File: config.mk
export PLATFORM = sky130hd
export DESIGN_NAME = tia_line_scheduler
export DESIGN_NICKNAME = d
export VERILOG_FILES = /design/src/rtl/tia_line_scheduler.sv
export SDC_FILE = /design/constraint.sdc
export NUM_CORES = 1
export LEC_CHECK = 0
export BUFFER_PORTS_ARGS = -buffer_cell sky130_fd_sc_hd__buf_4
export CORE_AREA = 2 2 39 41
export CTS_CLUSTER_SIZE = 30
export DETAILED_ROUTE_END_ITERATION = 6
export DIE_AREA = 0 0 41 43
export GPL_ROUTABILITY_DRIVEN = 1
export PLACE_DENSITY = 0.72
export SETUP_SLACK_MARGIN = 0.05
export SLEW_MARGIN = 20
export SYNTH_ARGS = -nofsm -noshare
export SYNTH_HDL_FRONTEND = slang
export SYNTH_SLANG_ARGS = --single-unit
File: constraint.sdc
create_clock -name clk -period 2.1 [get_ports clk]
set_clock_uncertainty 0.2 [all_clocks]
set_input_delay 0.525 -clock clk [delete_from_list [all_inputs] [get_ports clk]]
set_output_delay 0.525 -clock clk [all_outputs]
set_load 0.005 [all_outputs]
File: src/rtl/tia_line_scheduler.sv
// ============================================================================
// Module      : tia_line_scheduler
// Description : TIA horizontal timing: CPU phase, color-clock counter,
//               sync/blank decode, WSYNC halt, RSYNC restart and HMOVE blank.
// Revision    : 1.0 - initial release
// ============================================================================
`default_nettype none

module tia_line_scheduler (
    input  logic       clk,
    input  logic       resphi0,
    input  logic       wsync,
    input  logic       rsyn,
    input  logic       hmove,
    output logic       phi_theta,
    output logic       rdy,
    output logic [7:0] hcount,
    output logic       line_start,
    output logic       hsync,
    output logic       hblank
);

    localparam logic [7:0] c_line_last     = 8'd227;
    localparam logic [7:0] c_hblank_end    = 8'd68;
    localparam logic [7:0] c_hblank_ext    = 8'd76;
    localparam logic [7:0] c_hsync_first   = 8'd16;
    localparam logic [7:0] c_hsync_last    = 8'd31;
    localparam logic [1:0] c_phase_last    = 2'd2;

    logic [1:0] r_p;
    logic [7:0] r_hcount;
    logic       r_rdy;
    logic       r_hmove_pending;
    logic       r_hmove_line;

    logic w_phi;
    logic w_wsync_acc;
    logic w_rsyn_acc;
    logic w_hmove_acc;
    logic w_wrap;

    assign w_phi       = (r_p == c_phase_last);
    assign w_wsync_acc = wsync & w_phi;
    assign w_rsyn_acc  = rsyn & ~w_phi;
    assign w_hmove_acc = hmove & w_phi;
    // An accepted RSYNC is treated exactly like the natural end of line.
    assign w_wrap      = (r_hcount == c_line_last) | w_rsyn_acc;

    always_ff @(posedge clk) begin
        if (resphi0) begin
            r_p             <= 2'd0;
            r_hcount        <= 8'd0;
            r_rdy           <= 1'b1;
            r_hmove_pending <= 1'b0;
            r_hmove_line    <= 1'b0;
        end else begin
            r_p <= w_phi ? 2'd0 : r_p + 2'd1;

            if (w_wrap) begin
                r_hcount        <= 8'd0;
                r_rdy           <= 1'b1;
                r_hmove_line    <= r_hmove_pending;
                r_hmove_pending <= w_hmove_acc;
            end else begin
                r_hcount <= r_hcount + 8'd1;
                if (w_wsync_acc) begin
                    r_rdy <= 1'b0;
                end
                if (w_hmove_acc) begin
                    r_hmove_pending <= 1'b1;
                end
            end
        end
    end

    assign phi_theta  = w_phi;
    assign rdy        = r_rdy;
    assign hcount     = r_hcount;
    assign line_start = (r_hcount == 8'd0);
    assign hsync      = (r_hcount >= c_hsync_first) && (r_hcount <= c_hsync_last);
    assign hblank     = (r_hcount < c_hblank_end) ||
                        (r_hmove_line && (r_hcount < c_hblank_ext));

endmodule

`default_nettype wire

==> results of run 1 <==
## per-stage QoR
stage                     std cells  hold WS [ns]  instance area (µm²)  util [%]
final                           102         0.207                  795      57.4
after global routing            102         0.204                  795      57.4
after CTS                       102         0.199                  792      57.2
after detailed placement         98         0.217                  763      55.2
after global placement           98         0.206                  763      55.2
after floorplan                  65         0.196                  616         -
## state kept, by name, indices dropped and copies added (netlist names)
name / count
hcount: 8
r_hmove_line: 1
r_hmove_pending: 1
r_p: 2
rdy: 1
## cells in the mapped netlist (2+ instances only)
library cell  number
a21oi_1            3
and3_1             2
dfxtp_1           13
ha_1               3
inv_1              5
nand2_1            5
nand3_1            3
nor2_1             6
nor3_1             3
o21ai_0            3
xor2_1             2
## final timing paths
kind | start | endpoint | slack (ns)
worst max-delay path | hcount[2] | hblank | 0.14
worst min-delay path | resphi0 | r_p[1] | 0.21
worst max register to register | hcount[1] | r_hmove_pending | 0.49
worst min register to register | r_p[0] | r_p[0] | 0.23
## timing repair
item / 4_1_cts / 5_1_grt
pin swaps: 0 / 0
endpoints found under the hold margin: 0 / 0
gates resized for setup: 1 / 2
setup endpoints to repair: 1 / 2
## critical path, stage by stage (launching register included)
cell and delay, ns:
dfxtp_2 0.37, a21boi_0 0.20, o21ai_0 0.11, a21oi_1 0.16, buf_4 0.13
## layout make-up
class / count / area share, %
multi-input cells: 47 / 42.4
flip-flops and latches: 13 / 33.2
repair buffers: 17 / 16.1
clock buffers: 3 / 2.83
well taps: 16 / 2.52
inverters: 5 / 2.36
clock inverters: 1 / 0.630
## power by group
group          switching, mW  internal, mW  leakage, nW  total [mW]
logic                 0.0346        0.0420        0.202      0.0766
registers            0.00952         0.261        0.107       0.270
clock network         0.0822        0.0707       0.0177       0.153
total                  0.126         0.374        0.327       0.500
## kinds of logic after synthesis
logic type      share of synthesized area, %
compound gates                          18.5
xor+xnor                                4.27
fa+ha+maj                               6.10
buf+inv                                 3.05
flops                                   42.3
mux                                     1.63
simple gates                            24.2
## routing by layer
layer	global-route usage [%]	vias to the layer above	routed length, µm
met5	0	-	0
li1	-	278	-
met1	20.9	246	544
met4	12.0	0	44
met2	24.7	15	514
met3	4.71	5	54
==> flow_summary.json, run 1 <==
{
  "power_density_nw_per_um2": 629,
  "synthTopCellsByArea": "dfxtp_1 (42%), ha_1 (6.1%), o221ai_4 (4.3%)",
  "syn_area_um2": 616,
  "antenna_found_initial": 0,
  "die_area_um2": 1760,
  "track_usage_pct": 17.2,
  "post_cts_buffers": 0,
  "regArea_um2": 264,
  "hold_depth": 2,
  "final_layout_size_suffix_gt1_share_pct": 36.0,
  "hold_violations": 0,
  "cts_root_buffer": "clkbuf_4",
  "vias": 544,
  "worstPathMaxFanout": 8,
  "multiInputGateArea_um2": 337,
  "ys.flop_type": "dfxtp_1",
  "grt_pass1_vias": 514,
  "startpoint_type": "flop",
  "grt_max_degree": 9,
  "total_leakage_power_nw": 0.327,
  "arrival_ns": 1.23,
  "fmax_mhz": 510,
  "initialDrtViolationCount": 7,
  "final_common_cell": "buf_4",
  "diodes": 0,
  "area_growth_syn_to_layout_pct": 29.1,
  "worst_slack_ns": 0.141,
  "cts_hold_buffers": 0,
  "critPathKind": "flop to output pin",
  "fp.dieW_um": 41,
  "rsz0062_at_grt": "no",
  "initial_utilization_pct": 44.5,
  "dp_slack_ns": 0.338,
  "die_h_um": 43,
  "firstDrtPassIters": 4,
  "clkTransAtPathRegs_ns": 0.08,
  "rows": 14,
  "syn-num-nets": 73,
  "place_congestion": 0.707,
  "clkSinkCount": 13,
  "avgSynthCellArea_um2": 9.47,
  "peakVddDrop_v": 0.000368,
  "synth_seq_cells": 13,
  "synthArstFlopShare_pct": 0,
  "status": "completed",
  "cp_data_required_time_ns": 1.37,
  "yosysUniqueCellTypes": 28,
  "worst_pin_slew_ns": 0.329,
  "yosys_warnings": 0,
  "cts_tree": "built",
  "finalCritPeriodShare_pct": 93.3,
  "via_per_inst": 5.33,
  "synth_cells": 65,
  "yosys.area.top_type": "dfxtp_1",
  "route.detailed.drc": 0,
  "fill_cells": 132,
  "final.setup.tns_ns": 0,
  "netlist.area_leader.share_pct": 42.3,
  "hp-class": "input port to flop",
  "avgRoutedWirePerCell_um": 11.3,
  "drv_cap": 0,
  "wl_um": 1160,
  "core_um2": 1380,
  "io_pins": 18,
  "synth_edf_count": 0,
  "slew_headroom_pct": 78.1,
  "ys_seq_area_share_pct": 42.3,
  "finalPower_mw": 0.500,
  "drv_slew": 0,
  "cts_buffer_depth": 2,
  "final_cell_mix": "buf_4 (17), dfxtp_1 (10), nor2_1 (6)",
  "cts_max_level": 1,
  "dp_hpwl_um": 869,
  "grt-ovfl-total": 0,
  "grt_pass1_wl_um": 2030,
  "endpoint_kind": "output pin",
  "postRouteAntennaNets": 0,
  "nets": 95,
  "setup_viol": 0,
  "period_needed_ns": 1.96,
  "io_buffers": 17,
  "r2r_cells": 4,
  "numCtsBuffers": 3,
  "clock_latency_ns": 0.28
}
(Power assumes the default switching activity.)
==> run 2, diff against run 1 <==
--- a/config.mk
+++ b/config.mk
@@ -12,6 +12,7 @@
 export DIE_AREA = 0 0 41 43
 export GPL_ROUTABILITY_DRIVEN = 1
 export PLACE_DENSITY = 0.72
+export RECOVER_POWER = 50
 export SETUP_SLACK_MARGIN = 0.05
 export SLEW_MARGIN = 20
 export SYNTH_ARGS = -nofsm -noshare
==> flow_summary.json, run 2 (synthesized netlist as in run 1, its figures left out) <==
{
  "status": "completed",
  "setup_viol": 0,
  "grt-ovfl-total": 0,
  "vias": 541,
  "firstDrtPassIters": 3,
  "avgRoutedWirePerCell_um": 11.3,
  "post_cts_buffers": 0,
  "route.detailed.drc": 0,
  "wl_um": 1150,
  "fill_cells": 135,
  "max_stage_delay_ns": 0.42,
  "clkSinkCount": 13,
  "clock_latency_ns": 0.27,
  "track_usage_pct": 17.2,
  "wl_met2_um": 547,
  "cp_cell_sequence": "inv_1 -> ha_1 -> and4b_1 -> buf_4",
  "hold_violations": 0,
  "fp.dieW_um": 41,
  "drv_slew": 0,
  "dp_cells": 98,
  "cts_tree": "built",
  "die_h_um": 43,
  "rsz0062_at_grt": "no",
  "p_seq_share_pct": 54.6,
  "initialDrtViolationCount": 5,
  "io_buffers": 17,
  "final.setup.tns_ns": 0,
  "initial_utilization_pct": 44.5,
  "nets": 95,
  "dp_slack_ns": 0.338,
  "clkTransAtPathRegs_ns": 0.08,
  "peakVddDrop_v": 0.000362,
  "startpoint_type": "flop",
  "switching_share_pct": 25.0,
  "drv_cap": 0,
  "drt-met1-wl_um": 523,
  "worst_pin_slew_ns": 0.458,
  "worst_slack_ns": 0.132,
  "grt_pass1_vias": 514,
  "power_density_nw_per_um2": 632,
  "slew_headroom_pct": 69.4,
  "cts_max_level": 1,
  "arrival_ns": 1.24,
  "cp_top_family": "flip-flops",
  "stdcell_count": 102,
  "via_per_inst": 5.30,
  "final_common_cell": "buf_4",
  "area_growth_syn_to_layout_pct": 27.0,
  "core_um2": 1380,
  "met3_length_um": 54,
  "cp_data_required_time_ns": 1.37,
  "die_area_um2": 1760,
  "cts_buffer_depth": 2,
  "worstPathMaxFanout": 6,
  "postRouteAntennaNets": 0,
  "largest_reg_flops": 8,
  "place_congestion": 0.707,
  "grt_pass1_wl_um": 2030,
  "finalCritPeriodShare_pct": 93.7,
  "finalPower_mw": 0.494,
  "period_needed_ns": 1.97,
  "final_cell_mix": "buf_4 (12), dfxtp_1 (11), clkbuf_4 (8)",
  "top_layer": "met4",
  "cellInternalPower_mw": 0.371,
  "p_sw_mw": 0.123,
  "cpMaxStageDelayCell": "dfxtp_1",
  "p_comb_share_pct": 14.7,
  "final_layout_size_suffix_gt1_share_pct": 34.9,
  "clkPwrFrac_pct": 30.7,
  "numCtsBuffers": 3,
  "endpoint_kind": "output pin",
  "grt_max_degree": 9,
  "fmax_mhz": 508,
  "antenna_found_initial": 0,
  "cts_root_buffer": "clkbuf_4",
  "critPathKind": "flop to output pin",
  "diodes": 0,
  "cp_num_buf_inv": 2,
  "total_leakage_power_nw": 0.323,
  "dp_hpwl_um": 869,
  "io_pins": 18,
  "cts_hold_buffers": 0,
  "rows": 14,
  "final_util_pct": 56.5,
  "hp-class": "input port to flop"
}
==> run 2: changes by cell type in the layout (fill, tap and decap cells not counted) <==
| cell | change |
|---|---|
| o221ai_2 | +1 |
| buf_4 | -5 |
| dfxtp_1 | +1 |
| clkbuf_4 | +5 |
| dfxtp_2 | -1 |
| o221ai_4 | -1 |
==> run 2: worst reg2reg max path, stage by stage, from the launching register on <==
cell	delay (ns)
dfxtp_1	0.42
ha_1	0.24
nand4_1	0.17
o221ai_2	0.41
nor2_1	0.10
==> run 2: repair_timing <==
action                     CTS  global route
hold endpoints to repair     0             0
pin swaps                    0             0
setup endpoints to repair    1             2
gates resized for setup      1             2
==> run 2: worst paths after layout <==
kind                   from          to  slack [ns]  depth (start not counted)
setup / recovery  hcount[0]  line_start        0.13                          4
hold / removal      resphi0      r_p[1]        0.21                          2
setup reg to reg  hcount[0]   hcount[3]        0.44                          4
hold reg to reg      r_p[0]      r_p[0]        0.23                          1
==> run 2: layout make-up <==
type	count	area [µm²]	area share [%]
clock buffer	3	22.5	2.88
inverter	5	18.8	2.40
tap	16	20.0	2.56
timing repair buffer	17	128	16.3
multi-input combinational	47	325	41.6
clock inverter	1	5.00	0.640
sequential	13	263	33.6
==> run 2: power groups by stage <==
stage | Clock (mW) | Combinational (mW) | Sequential, mW
4_1_cts | 0.161 | 0.0785 | 0.270
5_1_grt | 0.177 | 0.0841 | 0.273
3_3_place_gp | 0 | 0.0774 | 0.275
3_5_place_dp | 0 | 0.0779 | 0.276
6_report | 0.152 | 0.0728 | 0.270
2_1_floorplan | 0 | 0.0479 | 0.274
==> run 2: routing by layer <==
| layer | GRT usage (%) | vias to the layer above |
|---|---|---|
| met4 | 12.0 | 0 |
| met5 | 0 | - |
| li1 | - | 272 |
| met1 | 20.9 | 253 |
| met3 | 4.71 | 4 |
| met2 | 24.7 | 12 |
==> run 2: stage by stage <==
step | instance area (µm²) | hold slack [ns]
global placement | 763 | 0.206
floorplan | 616 | 0.196
detailed placement | 763 | 0.217
global route | 782 | 0.204
finish | 782 | 0.213
CTS | 792 | 0.199
